File: config.mk
export PLATFORM = sky130hd
export DESIGN_NAME = dmem_access
export DESIGN_NICKNAME = d
export VERILOG_FILES = /design/src/rtl/dmem_access.sv
export SDC_FILE = /design/constraint.sdc
export NUM_CORES = 1
export LEC_CHECK = 0
export CAP_MARGIN = 5
export CORE_MARGIN = 2
export CORE_UTILIZATION = 44
export CTS_BUF_LIST = sky130_fd_sc_hd__clkbuf_8
export CTS_CLUSTER_SIZE = 28
export DETAILED_ROUTE_END_ITERATION = 16
export PLACE_DENSITY = 0.95
export REMOVE_ABC_BUFFERS = 1
export SLEW_MARGIN = 20
export SYNTH_ARGS = -nofsm -noshare
export SYNTH_HDL_FRONTEND = slang
export SYNTH_SLANG_ARGS = --single-unit
File: constraint.sdc
create_clock -name clk -period 2.4 [get_ports clk]
set_input_delay 0.48 -clock clk [delete_from_list [all_inputs] [get_ports clk]]
set_output_delay 0.48 -clock clk [all_outputs]
set_load 0.005 [all_outputs]
File: src/rtl/dmem_access.sv
// Load/store stage: drives a valid/ready data bus, steers store lanes, aligns and extends load data.
// Latency: store 2 cycles, load 3 cycles from accept with zero-wait memory; each ready/rsp wait cycle adds one.
// Backpressure: stall_o holds upstream while a request is pending or awaiting response; released in DONE.
module dmem_access #(
    parameter int DWIDTH = 32,
    parameter int AWIDTH = 32
) (
    input  logic              clk,
    input  logic              reset_n,
    input  logic              valid_i,
    input  logic              memread_i,
    input  logic              memwrite_i,
    input  logic [2:0]        funct3_i,
    input  logic [AWIDTH-1:0] addr_i,
    input  logic [DWIDTH-1:0] store_data_i,
    output logic              stall_o,
    output logic              done_o,
    output logic              fault_o,
    output logic [DWIDTH-1:0] memory_data_o,
    output logic              req_valid_o,
    input  logic              req_ready_i,
    output logic              req_we_o,
    output logic [AWIDTH-1:0] req_addr_o,
    output logic [3:0]        req_be_o,
    output logic [DWIDTH-1:0] req_wdata_o,
    input  logic              rsp_valid_i,
    input  logic [DWIDTH-1:0] rsp_rdata_i
);

    typedef enum logic [1:0] {S_IDLE, S_REQ, S_WAIT, S_DONE} state_t;

    state_t            state, state_nxt;
    logic              mem_op, legal, misaligned, accept;
    logic [1:0]        off;
    logic [1:0]        off_q;
    logic [2:0]        funct3_q;
    logic [3:0]        st_be;
    logic [DWIDTH-1:0] st_wdata;
    logic [DWIDTH-1:0] shifted;
    logic [DWIDTH-1:0] ld_data;

    assign mem_op = valid_i && (memread_i || memwrite_i);
    assign off    = addr_i[1:0];

    always_comb begin
        legal = 1'b0;
        if (memwrite_i) begin
            legal = (funct3_i == 3'b000) || (funct3_i == 3'b001) || (funct3_i == 3'b010);
        end else begin
            case (funct3_i)
                3'b000, 3'b001, 3'b010, 3'b100, 3'b101: legal = 1'b1;
                default:                                legal = 1'b0;
            endcase
        end
    end

    assign misaligned = ((funct3_i[1:0] == 2'b01) && off[0]) ||
                        ((funct3_i[1:0] == 2'b10) && (off != 2'b00));
    assign accept     = (state == S_IDLE) && mem_op && legal && !misaligned;

    // funct3[1:0] encodes access size for both loads and stores
    always_comb begin
        st_wdata = store_data_i;
        st_be    = 4'b1111;
        case (funct3_i[1:0])
            2'b00: begin
                st_wdata = {4{store_data_i[7:0]}};
                st_be    = 4'b0001 << off;
            end
            2'b01: begin
                st_wdata = {2{store_data_i[15:0]}};
                st_be    = 4'b0011 << off;
            end
            default: begin
                st_wdata = store_data_i;
                st_be    = 4'b1111;
            end
        endcase
    end

    assign shifted = rsp_rdata_i >> {off_q, 3'b000};

    always_comb begin
        ld_data = shifted;
        case (funct3_q)
            3'b000:  ld_data = {{24{shifted[7]}}, shifted[7:0]};
            3'b001:  ld_data = {{16{shifted[15]}}, shifted[15:0]};
            3'b100:  ld_data = {24'b0, shifted[7:0]};
            3'b101:  ld_data = {16'b0, shifted[15:0]};
            default: ld_data = shifted;
        endcase
    end

    always_ff @(posedge clk or negedge reset_n) begin
        if (!reset_n) begin
            state <= S_IDLE;
        end else begin
            state <= state_nxt;
        end
    end

    always_comb begin
        state_nxt = state;
        case (state)
            S_IDLE: if (accept)      state_nxt = S_REQ;
            S_REQ:  if (req_ready_i) state_nxt = req_we_o ? S_DONE : S_WAIT;
            S_WAIT: if (rsp_valid_i) state_nxt = S_DONE;
            S_DONE:                  state_nxt = S_IDLE;
            default:                 state_nxt = S_IDLE;
        endcase
    end

    always_comb begin
        req_valid_o = (state == S_REQ);
        done_o      = (state == S_DONE);
        stall_o     = (state == S_REQ) || (state == S_WAIT) || accept;
        fault_o     = (state == S_IDLE) && mem_op && !(legal && !misaligned);
    end

    always_ff @(posedge clk or negedge reset_n) begin
        if (!reset_n) begin
            req_addr_o    <= '0;
            req_we_o      <= 1'b0;
            req_be_o      <= 4'b0;
            req_wdata_o   <= '0;
            funct3_q      <= 3'b0;
            off_q         <= 2'b0;
            memory_data_o <= '0;
        end else begin
            if (accept) begin
                req_addr_o  <= {addr_i[AWIDTH-1:2], 2'b00};
                req_we_o    <= memwrite_i;
                req_be_o    <= st_be;
                req_wdata_o <= st_wdata;
                funct3_q    <= funct3_i;
                off_q       <= off;
            end
            if ((state == S_WAIT) && rsp_valid_i) begin
                memory_data_o <= ld_data;
            end
        end
    end

endmodule
After elaboration in Yosys (flattened, before gate mapping) --
Index checks and enable logic that the tools add are counted.
Word-level totals: flip-flop bits (word level) 106, bits of input ports 106, output and inout port bits 105, logic and storage cells 60
Cells by class: equal/unequal tests 15, shifts and indexed selects 3, mux-type cells 10, reduce and logical (&&, ||, !) cells 24
Operator list (count):
- $pmux 32 s4 | 1
- $pmux 32 s2 | 1
- $shr 32x5->32 | 1
- $eq 3x3->1 const B | 4
- $logic_and 1x1->1 | 9
- $pmux 2 s4 | 1
- $pmux 4 s2 | 1
- $eq 2x2->1 const B | 3
- $eq 3x1->1 const B | 2
- $logic_not 3->1 | 2
- $logic_or 1x1->1 | 6
- $mux 2 | 3
- $reduce_or 5->1 | 1
- $eq 2x1->1 const B | 2
- $logic_not 2->1 | 2
- $ne 2x2->1 const B | 2
- $shl 1x2->4 const A | 1
- $shl 2x2->4 const A | 1
- $eq 3x2->1 const B | 1
- $mux 1 | 3
- $reduce_and 3->1 | 1
- $logic_not 1->1 | 2
- $ne 2x1->1 const B | 1
- $reduce_bool 2->1 | 1

Longest topological paths before layout --
Gate-level depths: netlist of run 1.
depth in word-level cells 8, gate-level depth with buffers 7, gate-level depth less buffers 6

Worst setup path before layout of run 1 --
OpenSTA, ideal clock, no wires.
path type input to output, start point in funct3_i[0], end point out stall_o, data arrival time 1504 ps, required time 1920 ps, path slack 416 ps, stages 5, buffers on the path 2, cell sequence nor4_1 o211ai_1 clkbuf_1 buf_2 nand2b_1
Between the ends: longest elaborated chain between the ends 7
RTL lines:
- from (decl) | line 13 | input logic [2:0] funct3_i,
- $eq 3x1->1 (tied with other cells) | line 48, 50
- $reduce_or 5->1 or $logic_or 1x1->1 (tied branches) | line 50, 48
- $mux 1 or $logic_or 1x1->1 (tied branches) | line 50, 48
- $mux 1 | line 47 | if (memwrite_i) begin
- $logic_and 1x1->1 | line 59 | assign accept = (state == S_IDLE) && mem_op && legal && !misaligned;
- $logic_and 1x1->1 * | line 59
- $logic_or 1x1->1 * | line 116 | stall_o = (state == S_REQ) || (state == S_WAIT) || accept;
- to (decl) | line 16 | output logic stall_o,
Every way passes the cells marked *; elsewhere a longest branch is shown, timed or not.

Worst setup path in the final report of run 1 --
start point in memwrite_i, end point out stall_o
Between the ends: longest elaborated chain between the ends 6
RTL lines:
- from (decl) | line 12 | input logic memwrite_i,
- $logic_or 1x1->1 | line 42 | assign mem_op = valid_i && (memread_i || memwrite_i);
- $logic_and 1x1->1 | line 42
- $logic_and 1x1->1 | line 59
- $logic_and 1x1->1 * (2 in a row) | line 59
- $logic_or 1x1->1 * | line 116
Marks and branches as above.

==> impl_metrics.csv, run 1 <==
group,metric,value,unit
synthesis,syn_area_per_cell,11.6,sq um
power,ir_worst_vdd,0.594,mV
floorplan,core,0.0108,sq mm
worst_setup_path,cp-end-kind,"primary output",
timing,period_needed,2.28,ns
power,p_total,7.98,mW
floorplan,die_h,110,um
synthesis,synth_enable_flop_cells,0,
finish,fillers,793,
place,place_ws,-0.342,ns
timing,slew_viol_final,0,
min_path,hp-class,"reg2reg",
clock_network,cts_buffer_depth,2,
power,switching_share,0.321,
synthesis,synth_cells,425,
floorplan,boundaryPins,211,
worst_setup_path,cp.required,1.92,ns
global_routing,grt-ovfl-total,0,
synthesis,yosysWarningCount,0,
finish,n_antenna_cell,0,
global_routing,grt_max_degree,62,
finish,finalInstanceArea,0.00736,sq mm
worst_setup_path,critical_path.max_fanout,3,
power,pwr-share-comb,0.484,
timing,rsz0062_at_grt,"no",
finish,final_nets,743,
synthesis,synth_area_leaders,"dfrtp_1, mux2_1, mux2i_1",
synthesis,synth_top_area_frac,0.540,
run_status,outcome,"finished, final reports clean",
power,power_leakage,3.21,nW
clock_network,clk_latency,0.35,ns
synthesis,synth_area_leader_cell,"dfrtp_1",
routing,drc,0,
finish,layout_commonest_cell,"clkdlybuf4s50_1",
timing,worstMarginPinSlew,0.935,ns
finish,drive_gt1_frac,0.0709,
clock_network,clock-root-buffer,"clkbuf_8",
synthesis,async_flop_share,1.00,
power,p_switching,2.56,mW
worst_setup_path,cp_data_arrival_time,1.80,ns
clock_network,cts_sinks,106,
place,io_buffers,208,
synthesis,ys.flop_type,"dfrtp_1",
routing,dr.first_iter.drc_count,257,
power,clock_power_share,0.120,
synthesis,ys_ff_latch,106,
synthesis,syn_area,0.00491,sq mm
finish,layout_common_cells,"clkdlybuf4s50_1, dfrtp_1, mux2_1",
global_routing,grt_pass1_vias,4244,
routing,vias_per_cell,5.33,
clock_network,htree_levels,3,
worst_setup_path,start_kind,"input pin",
global_routing,grt_pass1_wl,21.3,mm
place,hpwl,10.4,mm
floorplan,die_w,110,um
global_routing,grt_antenna_before_repair,0,
finish,layout-area-overhead-vs-synth,49.8,%
timing,relSlewSlack,0.374,
timing,hold_viol,0,
clock_network,clkSlewWorstSetupHoldPaths,0.09,ns
timing,skew,0.00566,ns
routing,first_pass_iters,4,
place,placedInstanceArea,0.00716,sq mm
timing,setup_violations,0,
finish,final_util,0.679,
routing,vias,4133,
floorplan,rows,38,
timing,finalCritPeriodShare,0.949,
power,powerDensity,1080,mW/mm^2
floorplan,start_util,0.453,
synthesis,synth.distinct_cells,36,
clock_network,cts_tree,"built",
worst_setup_path,crit_type,"in2out",
clock_network,cts_buffers,9,
place,place_congestion,0.841,
timing,setup_slack,0.122,ns
global_routing,gr-usage-all-layers,0.233,
power,internal_power,5.42,mW
floorplan,die-area,0.0120,sq mm
power,seqPwrFrac,0.397,
routing,wire_per_inst,17.7,um
timing,max_freq,439,MHz
run,cap_violations,0,
synthesis,yosysSeqAreaShare,0.540,
routing,ant_nets,0,
routing,drt-total-wl,13.8,mm
## sequential cells by signal, indices dropped and copies added (netlist names)
name,cells
memory_data_o,32
req_wdata_o,32
req_addr_o,30
req_be_o,4
funct3_q,3
off_q,2
state,2
req_we_o,1
## final cells by class
class	count	area, sq um	area share
clock buffers	11	151	0.0206
clock inverters	2	7.51	0.00102
inverters	5	18.8	0.00255
multi-input cells	284	2120	0.288
flip-flops and latches	106	2650	0.361
well taps	140	175	0.0238
repair buffers	227	2230	0.304
## cell families (layout without fill, tap and decap cells)
logic type / after synthesis / count (layout) / share of synthesized area
buffers and inverters: 36 / 245 / 0.0339
multiplexers: 95 / 95 / 0.213
adder cells (fa/ha/maj): 4 / 4 / 0.0102
AO/OA/AOI/OAI: 98 / 98 / 0.127
AND/OR/NAND/NOR: 85 / 85 / 0.0754
other: 1 / 2 / 0.000764
flip-flops: 106 / 106 / 0.540
## worst paths after layout
check,from,endpoint,slack (ns),depth (start not counted)
setup reg to reg,state[0],req_addr_o[29],0.28,7
min in group asynchronous,reset_n,memory_data_o[1],0.56,2
max in group asynchronous,reset_n,req_addr_o[28],1.13,3
setup / recovery,memwrite_i,stall_o,0.12,5
hold / removal,req_wdata_o[22],req_wdata_o[22],0.49,2
hold reg to reg,req_wdata_o[22],req_wdata_o[22],0.49,2
## Yosys cell counts, types with 2 or more instances
| cell type | count |
|---|---|
| mux2i_1 | 39 |
| o21a_1 | 2 |
| nand2_1 | 46 |
| mux2_1 | 47 |
| buf_2 | 7 |
| mux2_2 | 5 |
| nor2b_1 | 3 |
| nor2_1 | 27 |
| nor3_1 | 2 |
| buf_1 | 5 |
| o21ai_1 | 38 |
| mux2_4 | 3 |
| a221o_1 | 17 |
| inv_1 | 5 |
| clkbuf_1 | 15 |
| dfrtp_1 | 106 |
| buf_4 | 2 |
| o2bb2ai_1 | 7 |
| a21oi_1 | 28 |
| ha_1 | 4 |
| buf_6 | 2 |
## metal layers
metal | routed length, um | vias to the layer above | track usage | part of all wire
met4 | 460 | 0 | 0.119 | 0.033
li1 | - | 1927 | - | -
met1 | 5300 | 1973 | 0.256 | 0.38
met2 | 6770 | 197 | 0.405 | 0.49
met5 | 0 | - | 0 | 0
met3 | 1230 | 36 | 0.0694 | 0.089
## metrics by stage
stage | cells | setup TNS [ns] | hold slack (ns)
after floorplan | 395 | -210.81 | 0.184
after global placement | 760 | -4.17 | 0.388
after detailed placement | 760 | -13.23 | 0.389
after CTS | 775 | 0 | 0.495
after global routing | 775 | 0 | 0.511
final | 775 | 0 | 0.490
## power groups by stage
stage	clock network [mW]	logic, mW	registers [mW]
after floorplan	0	1.38	3.28
after global placement	0	3.73	3.13
after detailed placement	0	3.86	3.20
after CTS	0.990	3.89	3.17
after global routing	1.06	4.19	3.27
final	0.957	3.86	3.16
## timing repair
item | in CTS | in global routing
buffers inserted | 1 | 0
pin swaps | 3 | 0
gates resized for setup | 10 | 1
gates cloned | 0 | 0
setup endpoints to repair | 2 | 4
hold endpoints to repair | 21 | 0
hold buffers | 1 | 0
## worst max-delay path: stages
cell	delay, ns
clkdlybuf4s50_1	0.46
a221oi_2	0.29
o211ai_1	0.17
nand2b_1	0.14
dlygate4sd2_1	0.25
(Power assumes the default switching activity.)
==> run 2, diff against run 1 <==
--- a/config.mk
+++ b/config.mk
@@ -6,6 +6,7 @@
 export NUM_CORES = 1
 export LEC_CHECK = 0
 export CAP_MARGIN = 5
+export CORE_ASPECT_RATIO = 1.5
 export CORE_MARGIN = 2
 export CORE_UTILIZATION = 44
 export CTS_BUF_LIST = sky130_fd_sc_hd__clkbuf_8
==> impl_metrics.csv, run 2 (synthesis gave the netlist of run 1 again) <==
group,metric,value,unit
timing,hold_viol,0,
worst_setup_path,cp.required,1.92,ns
clock_network,cts_setup_buffers,0,
clock_network,cts_tree,"built",
floorplan,start_util,0.449,
routing,ant_nets,0,
clock_network,holdBufCountCts,0,
timing,relSlewSlack,0.342,
global_routing,grt_pass1_vias,4588,
clock_network,clk_latency,0.36,ns
power,p_total,8.24,mW
global_routing,grt_max_degree,65,
global_routing,grt_antenna_before_repair,0,
min_path,hp-class,"in2async",
timing,worstMarginPinSlew,0.984,ns
power,power_leakage,3.24,nW
finish,layout_common_cells,"clkdlybuf4s50_1, dfrtp_1, mux2_1",
worst_setup_path,cp_data_arrival_time,1.90,ns
worst_setup_path,reg2reg_slack,0.32,ns
finish,drive_gt1_frac,0.0828,
place,io_buffers,208,
timing,period_needed,2.38,ns
timing,setup_violations,0,
timing,fin_setup_tns,0,ns
floorplan,die_w,90.3,um
routing,first_pass_iters,4,
worst_setup_path,crit_start,"funct3_i[2]",
global_routing,grt_pass1_wl,23.1,mm
worst_setup_path,crit_type,"in2out",
timing,timing.hold.ws,0.0986,ns
worst_setup_path,crit_end,"stall_o",
finish,top_regs,"memory_data_o x32, req_wdata_o x32, req_addr_o x30",
floorplan,core,0.0109,sq mm
timing,finalCritPeriodShare,0.991,
timing,slew_viol_final,0,
finish,layout_commonest_cell,"clkdlybuf4s50_1",
global_routing,gr-usage-all-layers,0.242,
floorplan,die-area,0.0120,sq mm
power,ir_worst_vdd,0.637,mV
finish,finalInstanceArea,0.00744,sq mm
worst_setup_path,r2r_cells,6,
worst_setup_path,cp-end-kind,"primary output",
global_routing,grt-ovfl-total,0,
clock_network,clkSlewWorstSetupHoldPaths,0.10,ns
routing,vias_per_cell,5.39,
place,hpwl,11.1,mm
clock_network,cts_sinks,106,
finish,n_antenna_cell,0,
worst_setup_path,timing.rr.start,"state[0]",
clock_network,cts_buffer_depth,2,
clock_network,htree_levels,3,
place,place_congestion,0.832,
routing,vias,4239,
routing,dr.first_iter.drc_count,127,
floorplan,die_h,133,um
worst_setup_path,critical_path.max_fanout,3,
place,placedInstanceArea,0.00721,sq mm
finish,layout-area-overhead-vs-synth,51.5,%
clock_network,cts_buffers,9,
run_status,outcome,"finished, final reports clean",
finish,final_nets,745,
routing,drc,0,
floorplan,rows,47,
timing,skew,0.0138,ns
power,powerDensity,1110,mW/mm^2
clock_network,clock-root-buffer,"clkbuf_8",
timing,max_freq,421,MHz
run,cap_violations,0,
routing,drt-total-wl,14.5,mm
worst_setup_path,r2r_end,"memory_data_o[25]",
finish,final_util,0.680,
worst_setup_path,start_kind,"input pin",
floorplan,boundaryPins,211,
routing,wire_per_inst,18.4,um
==> run 2: cell types whose count changed in the layout (fill, tap and decap cells not counted), sizes merged <==
cell | before | now
buf | 19 | 22
bufinv | 0 | 1
clkbuf | 11 | 10
clkdlybuf4s50 | 201 | 203
clkinv | 0 | 3
clkinvlp | 0 | 1
dlygate4sd2 | 6 | 4
dlygate4sd3 | 1 | 0
inv | 7 | 6
==> run 2: through the flow <==
stage	std cells	worst slack [ns]
after CTS	787	0.0386
after detailed placement	771	-0.368
final	787	0.0219
after floorplan	395	-3.05
after global routing	787	-0.0386
after global placement	771	-0.298
==> run 2: worst min-delay path by stage <==
stage / end / slack [ns] / cells after the start
floorplan: funct3_q[0] / 0.18 / 0
global placement: req_wdata_o[11] / 0.47 / 2
detailed placement: req_wdata_o[14] / 0.48 / 2
CTS: req_be_o[1] / 0.11 / 1
global route: memory_data_o[11] / 0.13 / 1
finish: memory_data_o[11] / 0.1 / 1
==> run 2: worst max-delay path: stages <==
cell	delay, ns
clkdlybuf4s50_1	0.51
nor4_4	0.37
o211ai_1	0.16
nand2b_1	0.09
dlygate4sd2_1	0.27
==> run 2: layout make-up <==
cell class / count / area, sq um
inverter: 5 / 18.8
fill: 814 / 3500
multi-input combinational: 284 / 2120
clock buffer: 10 / 138
timing repair buffer: 229 / 2260
tap: 147 / 184
sequential: 106 / 2650
clock inverter: 6 / 65.1
==> run 2: power by group <==
| group | internal [mW] | switching, mW | total [mW] |
|---|---|---|---|
| Sequential | 2.63 | 0.535 | 3.16 |
| Clock | 0.514 | 0.622 | 1.14 |
| Combinational | 2.40 | 1.54 | 3.94 |
==> run 2: repair_timing <==
item | 4_1_cts | 5_1_grt
endpoints found under the setup margin | 2 | 1
cloned | 0 | 0
resized for setup | 7 | 1
hold endpoints to repair | 0 | 0
pin swaps | 1 | 0
==> run 2: routing by layer <==
layer / track usage / share of wire
met1: 0.262 / 0.36
met2: 0.433 / 0.53
met3: 0.0673 / 0.073
met4: 0.120 / 0.037
met5: 0 / 0
==> variant 1, RTL diff (config.mk and constraints of run 1) <==
Encoding of `state_t`: now one-hot (4 bits for 4 states).
--- a/src/rtl/dmem_access.sv
+++ b/src/rtl/dmem_access.sv
@@ -29,3 +29,3 @@
 
-    typedef enum logic [1:0] {S_IDLE, S_REQ, S_WAIT, S_DONE} state_t;
+    typedef enum logic [3:0] {S_IDLE = 4'b0001, S_REQ = 4'b0010, S_WAIT = 4'b0100, S_DONE = 4'b1000} state_t;
 
Formal check against the unedited RTL: same outputs for any inputs over 10 cycles, from zero or initial values and one cycle with reset_n low; not proved beyond that.
==> variant 1 against run 1 <==
- setup slack lost 67 ps
- sequential cell count grew 2
- first-iteration DRC count grew 37%
- cell count grew 4.1%
- area after synthesis grew 5.9%
- cell area grew 4.8%
- utilization shrank 0.63 points
- non-clock buffer count grew 3
- wire length grew 6.7%
- sequential share of layout area shrank 0.97 points
- total power shrank 28%
- synthesized cell count grew 6.4%
- critical path type unchanged
- critical endpoint is now fault_o
- highest routed layer unchanged
==> variant 1: results (changes against run 1) <==
metric,value,unit,change
Placement Setup Slack,-424,ps,-81.3 ps
status,finished clean,,
Cell Pwr Density,742,nW/um^2,-32%
final HPWL from detailed placement,10900,um,+4.0%
Sw Ratio,29.2,%,-2.9 points
drt wl/cell,18.2,um,+2.5%
RePlAce Congestion,0.917,,+9.1%
WL final,14700,um,+6.7%
Iteration-0 DRC Markers,352,,+37%
Vias/cell,5.39,,+1.0%
Post-DP Area,7460,um^2,+4.2%
combinational group power,2.04,mW,-47%
vias in the first global route,4519,,+6.5%
DR WL met2,7390,um,+9.1%
Global Route met3 Usage,4.91,%,-2.0 points
CP Max Fanout,2,,-1
met1 Usage GRT,27.7,%,+2.0 points
peak supply drop,0.404,mV,-32%
sequential element share of the synthesized area,52.0,%,-2.0 points
Yosys cell types,40,,+11%
share of cells above drive strength 1,15.1,%,+8.0 points
largest cells by area after synthesis,"dfrtp_1 52%, mux2_4 12%, mux2i_1 8.1%",,
met1 wire length,5860,um,+11%
P_leak,3.48,nW,+8.2%
Final #Nets,765,,+3.0%
Inst Count DP,789,,+3.8%
Clock Skews,7.95,ps,+2.29 ps
Slew Limit Headroom,37.7,%,+0.32 points
later-pin clock latency in the skew report,370,ps,+20 ps
variant 1: changes by cell type after synthesis, sizes merged, moves of 3 or more:
cell and delta:
a221o -17, nor2b +5, inv -3, o311ai +9
a211oi +8, mux2i +3, o21ai -8, mux2 -4
buf +10, ha -4, nand2 +10, nand3 +16
clkbuf -6
variant 1: worst paths after layout:
path	startpoint	to	slack (ps)	depth (start not counted)
min	req_be_o[3]	req_be_o[3]	490	2
max in group asynchronous	reset_n	req_addr_o[17]	1130	3
min reg2reg	req_be_o[3]	req_be_o[3]	490	2
max reg2reg	state[3]	req_addr_o[21]	270	6
min in group asynchronous	reset_n	memory_data_o[6]	550	2
max	valid_i	fault_o	60	4
variant 1: timing repair:
action,CTS,global route
gates resized for setup,9,2
hold endpoints to repair,10,0
endpoints found under the setup margin,14,1
hold buffers,1,0
buffers inserted,1,0
pin swaps,1,0
variant 1: cell families (layout without fill, tap and decap cells):
| kind of cell | after synthesis | in the layout | synth area share, % |
|---|---|---|---|
| flops | 108 | 108 | 52.0 |
| buf+inv | 37 | 248 | 3.80 |
| xor+xnor | 1 | 1 | 0.169 |
| mux | 94 | 94 | 22.5 |
| other cells | 1 | 2 | 0.0722 |
| compound gates | 89 | 89 | 10.5 |
| simple gates | 122 | 122 | 11.0 |
variant 1: final cells by class:
| type | instances | area [um^2] |
|---|---|---|
| Inverter | 2 | 7.51 |
| Fill cell | 835 | 3760 |
| Clock buffer | 9 | 124 |
| Multi-Input combinational cell | 308 | 2330 |
| Clock inverter | 7 | 98.8 |
| Tap cell | 143 | 179 |
| Sequential cell | 108 | 2710 |
| Timing Repair Buffer | 230 | 2260 |
variant 1: critical path: stages:
cell	delay (ps)
clkdlybuf4s50_1	450
and3b_1	230
and4_1	210
clkdlybuf4s50_1	500
==> variant 2, RTL diff (config.mk and constraints of run 1) <==
Without the edit above. `AWIDTH`: 32 -> 48.
--- a/src/rtl/dmem_access.sv
+++ b/src/rtl/dmem_access.sv
@@ -5,3 +5,3 @@
     parameter int DWIDTH = 32,
-    parameter int AWIDTH = 32
+    parameter int AWIDTH = 48
 ) (
Interface: changed (resized addr_i and req_addr_o); port bits go from 211 to 243. The function was not compared with the original's and may differ.
==> variant 2 against run 1 <==
- total power rose by 24%
- setup slack improved by 120 ps
- non-clock buffer count rose by 34
- sequential cell count rose by 16
- largest cell class unchanged
- cell area rose by 17%
- area after synthesis rose by 12%
- critical endpoint is now req_valid_o
- wire length rose by 18%
==> variant 2: results (changes against run 1) <==
metric,value,unit,change
status,finished clean,,
Clock Skews,9.23,ps,+3.58 ps
met1 Usage GRT,26.9,%,+1.2 points
mux cell area share after synthesis,22.2,%,+0.99 points
CLK BUF,18,,+7
sequential element share of the synthesized area,55.5,%,+1.5 points
nonclk buf count,261,,+15%
Vias,4632,,+12%
FF/Latch Area,3050,um^2,+15%
fraction of area in multi-input gates,27.0,%,-1.8 points
DR WL met2,8200,um,+21%
largest cells by area after synthesis,"dfrtp_1 56%, mux2_1 12%, mux2i_1 7.1%",,
"Core Util, Final",70.8,%,+2.9 points
Iteration-0 DRC Markers,303,,+18%
Final #Nets,833,,+12%
grt met2 use,43.5,%,+3.1 points
final HPWL from detailed placement,12200,um,+17%
Data buffer area share,30.1,%,-0.28 points
Inst Count DP,855,,+13%
GRT Total Usage,24.8,%,+1.6 points
clk tree area frac,4.61,%,+2.5 points
Compound-Gate Fraction of Synth Area,11.4,%,-1.3 points
worst stage delay on the critical path,530,ps,+70 ps
H-tree levels,4,,+1
WHS,53.6,ps,-436 ps
## variant 2: changes by cell type after synthesis
cell	change
o211ai_1	-1
o21ai_1	-8
buf_2	+1
mux2_1	+14
mux2_2	+2
o21ai_0	+8
dfrtp_1	+16
o211ai_2	+1
## variant 2: worst reg2reg max path, stage by stage (launching register included)
cell     delay [ps]
dfrtp_1         480
mux2_4          250
mux4_2          240
nor4b_4         760
a221o_1         220
## variant 2: path summary, 6_finish.rpt
| check | to | from | cells after the start |
|---|---|---|---|
| worst min register to register | req_wdata_o[22] | req_wdata_o[22] | 2 |
| max in group asynchronous | req_addr_o[21] | reset_n | 2 |
| min in group clk | req_we_o | memwrite_i | 2 |
| worst max register to register | memory_data_o[15] | off_q[0] | 4 |
| worst min-delay path | memory_data_o[22] | reset_n | 1 |
| worst max-delay path | req_valid_o | state[1] | 3 |
## variant 2: report_power, final
part           switching (mW)  internal (mW)  leakage (nW)  total, mW
logic                    1.66           2.74          2.03       4.40
clock network           0.871          0.951         0.187       1.82
registers               0.617           3.04          1.50       3.66
